--- src/rtl/mole_scheduler_pkg.sv ---
// Shared types, constants and level-dependent helper functions for the
// whack-a-mole slot scheduler.
package mole_pkg;

  localparam int LED_NUM     = 18;
  localparam int MAX_ACTIVE  = 4;
  localparam int BASE_ON_MS  = 1000;
  localparam int ON_MS_STEP  = 100;
  localparam int MIN_ON_MS   = 300;
  localparam int GAP_MS      = 250;
  localparam int SPAWN_RETRY = 8;

  localparam int CNT_W   = 11;
  localparam int IDX_W   = $clog2(LED_NUM);
  localparam int HCNT_W  = $clog2(MAX_ACTIVE + 1);
  localparam int SLOT_W  = $clog2(MAX_ACTIVE);
  localparam int GAP_W   = $clog2(GAP_MS);
  localparam int RETRY_W = $clog2(SPAWN_RETRY);

  typedef enum logic [1:0] {
    IDLE  = 2'd0,
    GAP   = 2'd1,
    SPAWN = 2'd2
  } sched_state_t;

  typedef struct packed {
    logic             valid;
    logic [IDX_W-1:0] idx;
    logic [CNT_W-1:0] cnt;
  } slot_t;

  // Mole lifetime in ms; computed in 32-bit signed so high levels clamp
  // to the floor instead of wrapping.
  function automatic logic [CNT_W-1:0] on_time_ms(input logic [3:0] level);
    int t;
    t = BASE_ON_MS - ON_MS_STEP * int'(level);
    t = (t < MIN_ON_MS) ? MIN_ON_MS : t;
    return CNT_W'(t);
  endfunction

  // Number of moles allowed at once: one more every four levels.
  function automatic logic [HCNT_W-1:0] allow_count(input logic [3:0] level);
    int a;
    a = 1 + int'(level) / 4;
    a = (a > MAX_ACTIVE) ? MAX_ACTIVE : a;
    return HCNT_W'(a);
  endfunction

  // Population count over the per-slot flag vector.
  function automatic logic [HCNT_W-1:0] popcount_slots(input logic [MAX_ACTIVE-1:0] v);
    logic [HCNT_W-1:0] n;
    n = '0;
    for (int i = 0; i < MAX_ACTIVE; i++) begin
      n = n + HCNT_W'(v[i]);
    end
    return n;
  endfunction

endpackage

--- src/rtl/mole_scheduler_if.sv ---
// Bus between the game logic (master) and the mole scheduler (slave).
interface mole_if;
  import mole_pkg::*;

  logic                game_active;
  logic                ms_tick;
  logic [3:0]          level;
  logic [IDX_W-1:0]    random_value;
  logic [LED_NUM-1:0]  hit_mask;
  logic [LED_NUM-1:0]  led_on;
  logic [HCNT_W-1:0]   hit_cnt;
  logic [HCNT_W-1:0]   miss_cnt;
  logic                wrong_pulse;
  logic                spawn_pulse;

  modport master (
    output game_active, ms_tick, level, random_value, hit_mask,
    input  led_on, hit_cnt, miss_cnt, wrong_pulse, spawn_pulse
  );

  modport slave (
    input  game_active, ms_tick, level, random_value, hit_mask,
    output led_on, hit_cnt, miss_cnt, wrong_pulse, spawn_pulse
  );
endinterface

--- src/rtl/mole_scheduler_slot.sv ---
// One mole slot: holds a lit LED index and its remaining lifetime, and
// reports a hit or an expiry from its registered state.
module mole_slot
  import mole_pkg::*;
(
  input  logic               clk,
  input  logic               reset,
  input  logic               flush_i,
  input  logic               load_i,
  input  logic [IDX_W-1:0]   load_idx_i,
  input  logic [CNT_W-1:0]   load_cnt_i,
  input  logic               ms_tick_i,
  input  logic [LED_NUM-1:0] hit_mask_i,
  output logic               valid_o,
  output logic [IDX_W-1:0]   idx_o,
  output logic               hit_o,
  output logic               expire_o
);

  slot_t slot_q;
  slot_t slot_d;

  // A hit takes priority over an expiry falling in the same cycle.
  assign hit_o    = slot_q.valid & hit_mask_i[slot_q.idx];
  assign expire_o = slot_q.valid & ms_tick_i & (slot_q.cnt == CNT_W'(1)) & ~hit_o;
  assign valid_o  = slot_q.valid;
  assign idx_o    = slot_q.idx;

  // Next slot contents: flush, load, retire or count down.
  always_comb begin
    slot_d = slot_q;
    if (flush_i) begin
      slot_d = '0;
    end else if (load_i) begin
      slot_d = '{valid: 1'b1, idx: load_idx_i, cnt: load_cnt_i};
    end else if (hit_o | expire_o) begin
      slot_d.valid = 1'b0;
    end else if (slot_q.valid & ms_tick_i) begin
      slot_d.cnt = slot_q.cnt - CNT_W'(1);
    end else begin
      slot_d = slot_q;
    end
  end

  // Slot state register.
  always_ff @(posedge clk) begin
    if (reset) begin
      slot_q <= '0;
    end else begin
      slot_q <= slot_d;
    end
  end

endmodule

--- src/rtl/mole_scheduler.sv ---
// Slot-based mole scheduler: paces spawn attempts, picks the lowest free
// slot, and turns slot hits/expiries into registered LED and score pulses.
module mole_scheduler
  import mole_pkg::*;
(
  input  logic clk,
  input  logic reset,
  mole_if.slave bus
);

  localparam logic [GAP_W-1:0]   GAP_LAST   = GAP_W'(GAP_MS - 1);
  localparam logic [RETRY_W-1:0] RETRY_LAST = RETRY_W'(SPAWN_RETRY - 1);

  logic [MAX_ACTIVE-1:0] slot_valid_s;
  logic [MAX_ACTIVE-1:0] slot_hit_s;
  logic [MAX_ACTIVE-1:0] slot_expire_s;
  logic [MAX_ACTIVE-1:0] slot_load_s;
  logic [IDX_W-1:0]      slot_idx_s [MAX_ACTIVE];
  logic [CNT_W-1:0]      on_ms_s;

  logic [HCNT_W-1:0]     active_cnt_s;
  logic                  room_s;
  logic                  rv_free_s;
  logic [SLOT_W-1:0]     free_slot_s;
  logic                  free_found_s;
  logic                  spawn_go_s;
  logic [LED_NUM-1:0]    led_d;

  sched_state_t          state_q;
  logic [GAP_W-1:0]      gap_cnt_q;
  logic [RETRY_W-1:0]    retry_q;
  logic [LED_NUM-1:0]    led_on_q;
  logic [HCNT_W-1:0]     hit_cnt_q;
  logic [HCNT_W-1:0]     miss_cnt_q;
  logic                  wrong_q;
  logic                  spawn_q;

  assign on_ms_s = on_time_ms(bus.level);

  for (genvar g = 0; g < MAX_ACTIVE; g++) begin : g_slot
    mole_slot u_slot (
      .clk        (clk),
      .reset      (reset),
      .flush_i    (~bus.game_active),
      .load_i     (slot_load_s[g]),
      .load_idx_i (bus.random_value),
      .load_cnt_i (on_ms_s),
      .ms_tick_i  (bus.ms_tick),
      .hit_mask_i (bus.hit_mask),
      .valid_o    (slot_valid_s[g]),
      .idx_o      (slot_idx_s[g]),
      .hit_o      (slot_hit_s[g]),
      .expire_o   (slot_expire_s[g])
    );
  end

  // Spawn decision against registered state: room left, usable LED, lowest free slot.
  always_comb begin
    active_cnt_s = popcount_slots(slot_valid_s);
    room_s       = active_cnt_s < allow_count(bus.level);
    rv_free_s    = 1'b0;
    if (bus.random_value < IDX_W'(LED_NUM)) begin
      rv_free_s = ~led_on_q[bus.random_value];
    end else begin
      rv_free_s = 1'b0;
    end
    free_slot_s  = '0;
    free_found_s = 1'b0;
    for (int i = MAX_ACTIVE - 1; i >= 0; i--) begin
      if (!slot_valid_s[i]) begin
        free_slot_s  = SLOT_W'(i);
        free_found_s = 1'b1;
      end else begin
        free_found_s = free_found_s;
      end
    end
    spawn_go_s  = (state_q == SPAWN) & bus.game_active & room_s & rv_free_s & free_found_s;
    slot_load_s = spawn_go_s ? (MAX_ACTIVE'(1) << free_slot_s) : '0;
  end

  // LED field as it will stand after this edge, so led_on tracks the slots exactly.
  always_comb begin
    led_d = '0;
    for (int i = 0; i < MAX_ACTIVE; i++) begin
      if (slot_load_s[i]) begin
        led_d[bus.random_value] = 1'b1;
      end else if (slot_valid_s[i] & ~slot_hit_s[i] & ~slot_expire_s[i]) begin
        led_d[slot_idx_s[i]] = 1'b1;
      end else begin
        led_d = led_d;
      end
    end
  end

  // Scheduler FSM with its counters and all registered outputs.
  always_ff @(posedge clk) begin
    if (reset || !bus.game_active) begin
      state_q    <= IDLE;
      gap_cnt_q  <= '0;
      retry_q    <= '0;
      led_on_q   <= '0;
      hit_cnt_q  <= '0;
      miss_cnt_q <= '0;
      wrong_q    <= 1'b0;
      spawn_q    <= 1'b0;
    end else begin
      led_on_q   <= led_d;
      hit_cnt_q  <= popcount_slots(slot_hit_s);
      miss_cnt_q <= popcount_slots(slot_expire_s);
      wrong_q    <= |(bus.hit_mask & ~led_on_q);
      spawn_q    <= spawn_go_s;
      case (state_q)
        IDLE: begin
          state_q   <= GAP;
          gap_cnt_q <= '0;
        end
        GAP: begin
          if (bus.ms_tick) begin
            if (gap_cnt_q == GAP_LAST) begin
              state_q <= SPAWN;
              retry_q <= '0;
            end else begin
              gap_cnt_q <= gap_cnt_q + GAP_W'(1);
            end
          end
        end
        SPAWN: begin
          if (!room_s || spawn_go_s) begin
            state_q   <= GAP;
            gap_cnt_q <= '0;
          end else if (retry_q == RETRY_LAST) begin
            state_q   <= GAP;
            gap_cnt_q <= '0;
          end else begin
            retry_q <= retry_q + RETRY_W'(1);
          end
        end
        default: begin
          state_q   <= IDLE;
          gap_cnt_q <= '0;
        end
      endcase
    end
  end

  assign bus.led_on      = led_on_q;
  assign bus.hit_cnt     = hit_cnt_q;
  assign bus.miss_cnt    = miss_cnt_q;
  assign bus.wrong_pulse = wrong_q;
  assign bus.spawn_pulse = spawn_q;

endmodule

--- src/flat_wrapper.sv ---
// flat-port wrapper written by rule: the top's interface ports become plain ports
module mole_scheduler_flat import mole_pkg::*;
  (clk, reset, bus_game_active, bus_ms_tick, bus_level, bus_random_value, bus_hit_mask, bus_led_on, bus_hit_cnt, bus_miss_cnt, bus_wrong_pulse, bus_spawn_pulse);
  mole_if bus_i ();
  input  logic clk;
  input  logic reset;
  input wire logic [$bits(bus_i.game_active)-1:0] bus_game_active;
  input wire logic [$bits(bus_i.ms_tick)-1:0] bus_ms_tick;
  input wire logic [$bits(bus_i.level)-1:0] bus_level;
  input wire logic [$bits(bus_i.random_value)-1:0] bus_random_value;
  input wire logic [$bits(bus_i.hit_mask)-1:0] bus_hit_mask;
  output wire logic [$bits(bus_i.led_on)-1:0] bus_led_on;
  output wire logic [$bits(bus_i.hit_cnt)-1:0] bus_hit_cnt;
  output wire logic [$bits(bus_i.miss_cnt)-1:0] bus_miss_cnt;
  output wire logic [$bits(bus_i.wrong_pulse)-1:0] bus_wrong_pulse;
  output wire logic [$bits(bus_i.spawn_pulse)-1:0] bus_spawn_pulse;
  assign bus_i.game_active = bus_game_active;
  assign bus_i.ms_tick = bus_ms_tick;
  assign bus_i.level = bus_level;
  assign bus_i.random_value = bus_random_value;
  assign bus_i.hit_mask = bus_hit_mask;
  assign bus_led_on = bus_i.led_on;
  assign bus_hit_cnt = bus_i.hit_cnt;
  assign bus_miss_cnt = bus_i.miss_cnt;
  assign bus_wrong_pulse = bus_i.wrong_pulse;
  assign bus_spawn_pulse = bus_i.spawn_pulse;
  mole_scheduler u_core (.clk(clk), .reset(reset), .bus(bus_i));
endmodule
--- config.mk ---
export PLATFORM = sky130hd
export DESIGN_NAME = mole_scheduler_flat
export DESIGN_NICKNAME = d
export VERILOG_FILES = /design/src/rtl/mole_scheduler_pkg.sv /design/src/rtl/mole_scheduler_if.sv /design/src/rtl/mole_scheduler_slot.sv /design/src/rtl/mole_scheduler.sv /design/src/flat_wrapper.sv
export SDC_FILE = /design/constraint.sdc
export NUM_CORES = 1
export LEC_CHECK = 0
export ABC_AREA = 0
export CAP_MARGIN = 20
export CORE_UTILIZATION = 40
export DETAILED_ROUTE_END_ITERATION = 16
export PLACE_DENSITY = 0.56
export SLEW_MARGIN = 15
export SYNTH_ARGS = -nofsm -noshare
export SYNTH_HDL_FRONTEND = slang
export SYNTH_SLANG_ARGS = --single-unit
--- constraint.sdc ---
create_clock -name clk -period 3.78 [get_ports clk]
set_clock_uncertainty 0.2 [all_clocks]
set_input_delay 1.134 -clock clk [delete_from_list [all_inputs] [get_ports clk]]
set_output_delay 1.134 -clock clk [all_outputs]
set_load 0.1 [all_outputs]
==> out/metrics.yaml, run 1 <==
cts_buffer_depth: 2
drt-vias-per-instance: 5.74
synthArstFlopShare: 0
grt_pass1_vias: 7138
drc: 0
synth_edf_count: 0
synth_flop_cell: "dfxtp_1"
tritoncts: "done"
track_usage: 0.280
detail_route.first_pass.iterations: 5
total_power_w: 0.00257
syn_nets: 1001
synthMuxAreaShare: 0.0764
netlist-cell-type-count: 74
die_y_um: 138
reg2reg_from: "u_core.g_slot[1].u_slot.valid_o"
slew_headroom: 0.526
dr_wl_met2_um: 10700
ys_ff_latch: 107
synth_top_area_share: 0.291
end_kind: "flop"
grt_pass1_wl_um: 39600
status: "finished clean"
antenna_left: 0
synth_largest_area_cell: "dfxtp_1"
slew_viol_final: 0
antenna_found_initial: 0
ys_warn_count: 0
place.gp.congestion: 0.986
numCtsBuffers: 9
drv_cap: 0
r2r_end: "u_core.bus.led_on[0]"
critical_path_class: "primary input to flop"
drt_iter0_markers: 746
synth_fa_ha_area_frac: 0.0686
final_common_cell: "buf_4"
leakagePower_nw: 3.78
fp.dieW_um: 138
power_density_nw_per_um2: 263
io_buffers: 56
num_antenna_cells: 0
cp-start-kind: "primary input"
path_max_fanout: 6
fin_nets: 1180
ys_seq_area_frac: 0.291
overflow: 0
worstPathRequired_ns: 3.85
met3_length_um: 2130
hpwl_um: 19900
clock.fmax_mhz: 273
cp.arrival_ns: 3.73
worst_pin_slew_ns: 0.704
highest_layer: "met4"
r2r_slack_ns: 0.20
rows: 49
drive_gt1_frac: 0.245
io_pins: 57
fin_setup_tns_ns: 0
core_um2: 18000
vdd_drop_max_v: 0.000352
drt-met1-wl_um: 12400
synth-simple-area-share: 0.284
areaGrowthSynthToFinish_pct: 32.6
start_util: 0.409
synthTopCellsByArea: "dfxtp_1 (29%), ha_1 (5.8%), nand2_1 (5.7%)"
die_area_um2: 19000
hp-class: "flop to flop"
crit_path_start: "bus_random_value[1]"
syn_area_per_cell_um2: 7.90
netlist_area_um2: 7370
most-common-layout-cells: "buf_4 (181), nand2_1 (109), dfxtp_1 (107)"
syn_inst: 932
synth_compound_area_frac: 0.181
drt_wl_total_um: 25800
finalSetupViolations: 0
cts_hold_buf: 0
final_cells: 1345
synth_top_family_by_area: "simple AND/OR/NAND/NOR gates"
cts_root_buffer: "clkbuf_16"
place_inst: 1325
fin_crit_ns: 3.66
r2r_cells: 13
clkTransAtPathRegs_ns: 0.08
whs_ns: 0.262
fin_util: 0.542
hold_violations: 0
grt_max_degree: 35
htree_levels: 3
fin_crit_sh: 0.969
clock_latency_ns: 0.37
vias: 7719
synth-xor-area-share: 0.0440
cp-endpoint: "u_core.bus.led_on[0]"
cts_sinks: 107
wl_per_cell_um: 19.2
[what timing repair did]
| item | CTS | global route |
|---|---|---|
| gates cloned | 0 | 1 |
| buffers inserted | 3 | 0 |
| resized for setup | 31 | 32 |
| endpoints found under the setup margin | 52 | 71 |
| pin swaps | 5 | 9 |
[state kept, by name, summed over array words and instances, names as in the netlist, 3 cells and up]
| register | count |
|---|---|
| u_core.bus.hit_cnt | 3 |
| u_core.g_slot.u_slot.slot_q | 44 |
| u_core.gap_cnt_q | 8 |
| u_core.bus.led_on | 18 |
| u_core.g_slot.u_slot.idx_o | 20 |
| u_core.g_slot.u_slot.valid_o | 4 |
| u_core.bus.miss_cnt | 3 |
| u_core.retry_q | 3 |
[synth_stat cells (all sizes together), types with 11 or more instances]
cell type  count
nand2b        11
nor2b         17
dfxtp        107
a21oi         43
ha            34
nand3         54
xor2          23
mux4          17
inv           50
nand2        111
xnor2         14
or3           16
clkbuf        48
nand4         18
nor3          28
o21ai         24
nor4          14
a31oi         34
o22ai         16
and2          11
a211oi        16
nor2          84
[through the flow]
step | cell area [um2] | worst slack [ns]
after floorplan | 7410 | 0.00341
after global placement | 9290 | -0.729
after detailed placement | 9290 | -0.822
after CTS | 9690 | -0.0201
after global routing | 9770 | -0.00574
final | 9770 | 0.117
[how the worst min path moves through the flow]
stage / startpoint / to / slack [ns] / cells past startpoint
finish: u_core.retry_q[2] / u_core.retry_q[2] / 0.26 / 2
detailed placement: u_core.retry_q[2] / u_core.retry_q[2] / 0.26 / 2
global placement: u_core.retry_q[2] / u_core.retry_q[2] / 0.25 / 2
global route: u_core.retry_q[2] / u_core.retry_q[2] / 0.30 / 2
floorplan: u_core.retry_q[1] / u_core.retry_q[1] / 0.24 / 2
CTS: u_core.retry_q[2] / u_core.retry_q[2] / 0.27 / 2
[metal layers]
layer  track usage  vias up
met5             0        -
met4        0.0785        0
met3        0.0567       33
met2         0.401      303
met1         0.419     3625
li1              -     3758
[worst max-delay path, stage by stage]
cell             delay (ns)
clkdlybuf4s50_1        0.58
buf_4                  0.22
mux4_2                 0.25
nand2_1                0.09
buf_4                  0.15
and4_1                 0.20
and2_1                 0.21
nor3_1                 0.49
nand2_1                0.11
a41oi_1                0.30
[logic make-up (layout without fill, tap and decap cells)]
family / after synthesis / after routing
AND/OR/NAND/NOR: 415 / 415
AO/OA/AOI/OAI: 196 / 196
flip-flops: 107 / 107
buffers and inverters: 105 / 289
adder cells (fa/ha/maj): 38 / 38
XOR/XNOR: 37 / 37
multiplexers: 34 / 34
[power by group]
group | internal, W | total [W] | switching, W
sequential | 0.00113 | 0.00113 | 0.00000215
clock | 0.000488 | 0.000999 | 0.000511
combinational | 0.000210 | 0.000436 | 0.000226
[area by class of cell]
class,instances,area (um2)
Multi-Input combinational cell,720,5000
Clock inverter,6,67.6
Tap cell,229,287
Inverter,51,191
Fill cell,1727,8260
Clock buffer,10,239
Sequential cell,107,2140
Timing Repair Buffer,222,1840
(Power assumes the default switching activity.)
==> inputs of run 2 (changes only) <==
- ABC_CLOCK_PERIOD_IN_PS: not set -> 3780
- CTS_BUF_LIST: not set -> sky130_fd_sc_hd__clkbuf_8
==> out/metrics.yaml, run 2 (synthesis gave the netlist of run 1 again) <==
overflow: 0  # unchanged
areaGrowthSynthToFinish_pct: 31.4
max_stage_delay_ns: 0.51  # -0.07 ns
crit_path_top_delay_cell: "mux4_2"
finalSetupViolations: 0  # unchanged
hold_violations: 0  # unchanged
drc: 0  # unchanged
wl_per_cell_um: 19.1  # -0.31%
io_buffers: 56  # unchanged
place.gp.congestion: 0.986  # unchanged
place_ws_ns: -0.822  # unchanged
cts_hold_buf: 0  # unchanged
min-delay-start: "u_core.retry_q[1]"
slew_headroom: 0.533  # +0.00634
r2r_cells: 15  # +2
detail_route.first_pass.iterations: 5  # unchanged
htree_levels: 3  # unchanged
io_pins: 57  # unchanged
final_common_cell: "buf_4"
crit_path_start: "bus_hit_mask[2]"
fin_area_um2: 9680  # -0.93%
cts_buffer_depth: 2  # unchanged
worstPathRequired_ns: 3.90  # +0.05 ns
most-common-layout-cells: "buf_4 (182), nand2_1 (108), dfxtp_1 (107)"
min_delay_path_depth: 2  # unchanged
drive_gt1_frac: 0.244  # -0.000896
holdPathEnd: "u_core.retry_q[1]"
antenna_found_initial: 0  # unchanged
reg2reg_from: "u_core.g_slot[1].u_slot.valid_o"
status: "finished clean"
cts_sinks: 107  # unchanged
top_register: "u_core.g_slot.u_slot.slot_q"
largest_reg_flops: 44  # unchanged
cp-start-kind: "primary input"
worst_pin_slew_ns: 0.694  # -0.00943 ns
r2r_end: "u_core.bus.led_on[2]"
numCtsBuffers: 9  # unchanged
clkTransAtPathRegs_ns: 0.12  # +0.04 ns
die_area_um2: 19000  # unchanged
path_max_fanout: 4  # -2
slew_viol_final: 0  # unchanged
grt_pass1_vias: 7151  # +0.18%
num_antenna_cells: 0  # unchanged
rows: 49  # unchanged
power_density_nw_per_um2: 241  # -8.3%
start_util: 0.409  # unchanged
tritoncts: "done"
leakagePower_nw: 3.75  # -0.88%
clock.fmax_mhz: 268  # -1.7%
vdd_drop_max_v: 0.000202  # -43%
track_usage: 0.279  # -0.00106
end_kind: "flop"
core_um2: 18000  # unchanged
cts_root_buffer: "clkbuf_8"
drv_cap: 0  # unchanged
drt_iter0_markers: 723  # -3.1%
cp.arrival_ns: 3.84  # +0.11 ns
grt_max_degree: 35  # unchanged
clock_latency_ns: 0.41  # +0.04 ns
fin_crit_ns: 3.73  # +0.0622 ns
fp.dieW_um: 138  # unchanged
die_y_um: 138  # unchanged
path_cells: "clkdlybuf4s50_1, buf_4, mux4_2, nand2_2, nand2_1, nor3_2, buf_4, and3_4, ha_1, inv_2, fa_2, inv_1, ha_1, and2_1"
fin_nets: 1180  # unchanged
grt_pass1_wl_um: 39500  # -0.21%
r2r_slack_ns: 0.18  # -0.02 ns
fin_crit_sh: 0.986  # +0.0165
hp-class: "flop to flop"
layout_setup_ws_ns: 0.0548  # -0.0622 ns
whs_ns: 0.266  # +0.00470 ns
vias: 7691  # -0.36%
antenna_left: 0  # unchanged
drt-vias-per-instance: 5.72  # -0.36%
drt_wl_total_um: 25700  # -0.31%
critical_path_class: "primary input to flop"
dpl_cell_area_um2: 9290  # unchanged
hpwl_um: 19900  # unchanged
[run 2: final cells by class]
cell class / instances / area (um2)
flip-flops and latches: 107 / 2140
well taps: 229 / 287
inverters: 51 / 191
clock inverters: 6 / 67.6
multi-input cells: 720 / 4990
clock buffers: 10 / 138
repair buffers: 222 / 1860
fillers: 1733 / 8350
[run 2: timing repair]
| action | 4_1_cts | 5_1_grt |
|---|---|---|
| setup endpoints to repair | 42 | 56 |
| cloned | 0 | 1 |
| setup buffers | 1 | 2 |
| gates resized for setup | 19 | 37 |
| pin swaps | 2 | 10 |
[run 2: routing by layer]
layer	wire (um)	share of wire	vias to the layer above	global-route usage
li1	-	-	3761	-
met2	10800	0.42	277	0.401
met5	0	0	-	0
met4	447	0.017	0	0.0700
met3	2120	0.083	40	0.0614
met1	12400	0.48	3613	0.416
[run 2: worst max-delay path by stage]
stage,cells past startpoint,to
detailed placement,12,u_core.g_slot[0].u_slot.slot_q[4]
CTS,12,u_core.bus.miss_cnt[1]
finish,14,u_core.bus.miss_cnt[1]
floorplan,9,u_core.g_slot[3].u_slot.slot_q[3]
global route,14,u_core.bus.miss_cnt[1]
global placement,12,u_core.g_slot[0].u_slot.slot_q[4]
[run 2: where the power goes]
part / switching [W] / leakage [nW] / internal, W
registers: 0.00000221 / 0.862 / 0.00113
logic: 0.000226 / 2.78 / 0.000211
clock network: 0.000482 / 0.104 / 0.000279
[run 2: through the flow]
step | TNS, ns | instances | total power (W) | util
finish | 0 | 1345 | 0.00233 | 0.537
CTS | 0 | 1342 | 0.00234 | 0.532
global route | -0.0441 | 1345 | 0.00242 | 0.537
detailed placement | -43.26 | 1325 | 0.00157 | 0.516
global placement | -38.95 | 1325 | 0.00157 | 0.516
floorplan | 0 | 932 | 0.00134 | -
[run 2: worst max-delay path, delay by kind of cell]
family / cells / cell delay, ns
buf+inv: 5 / 0.83
simple gates: 5 / 0.69
mux: 1 / 0.51
fa+ha+maj: 3 / 0.69
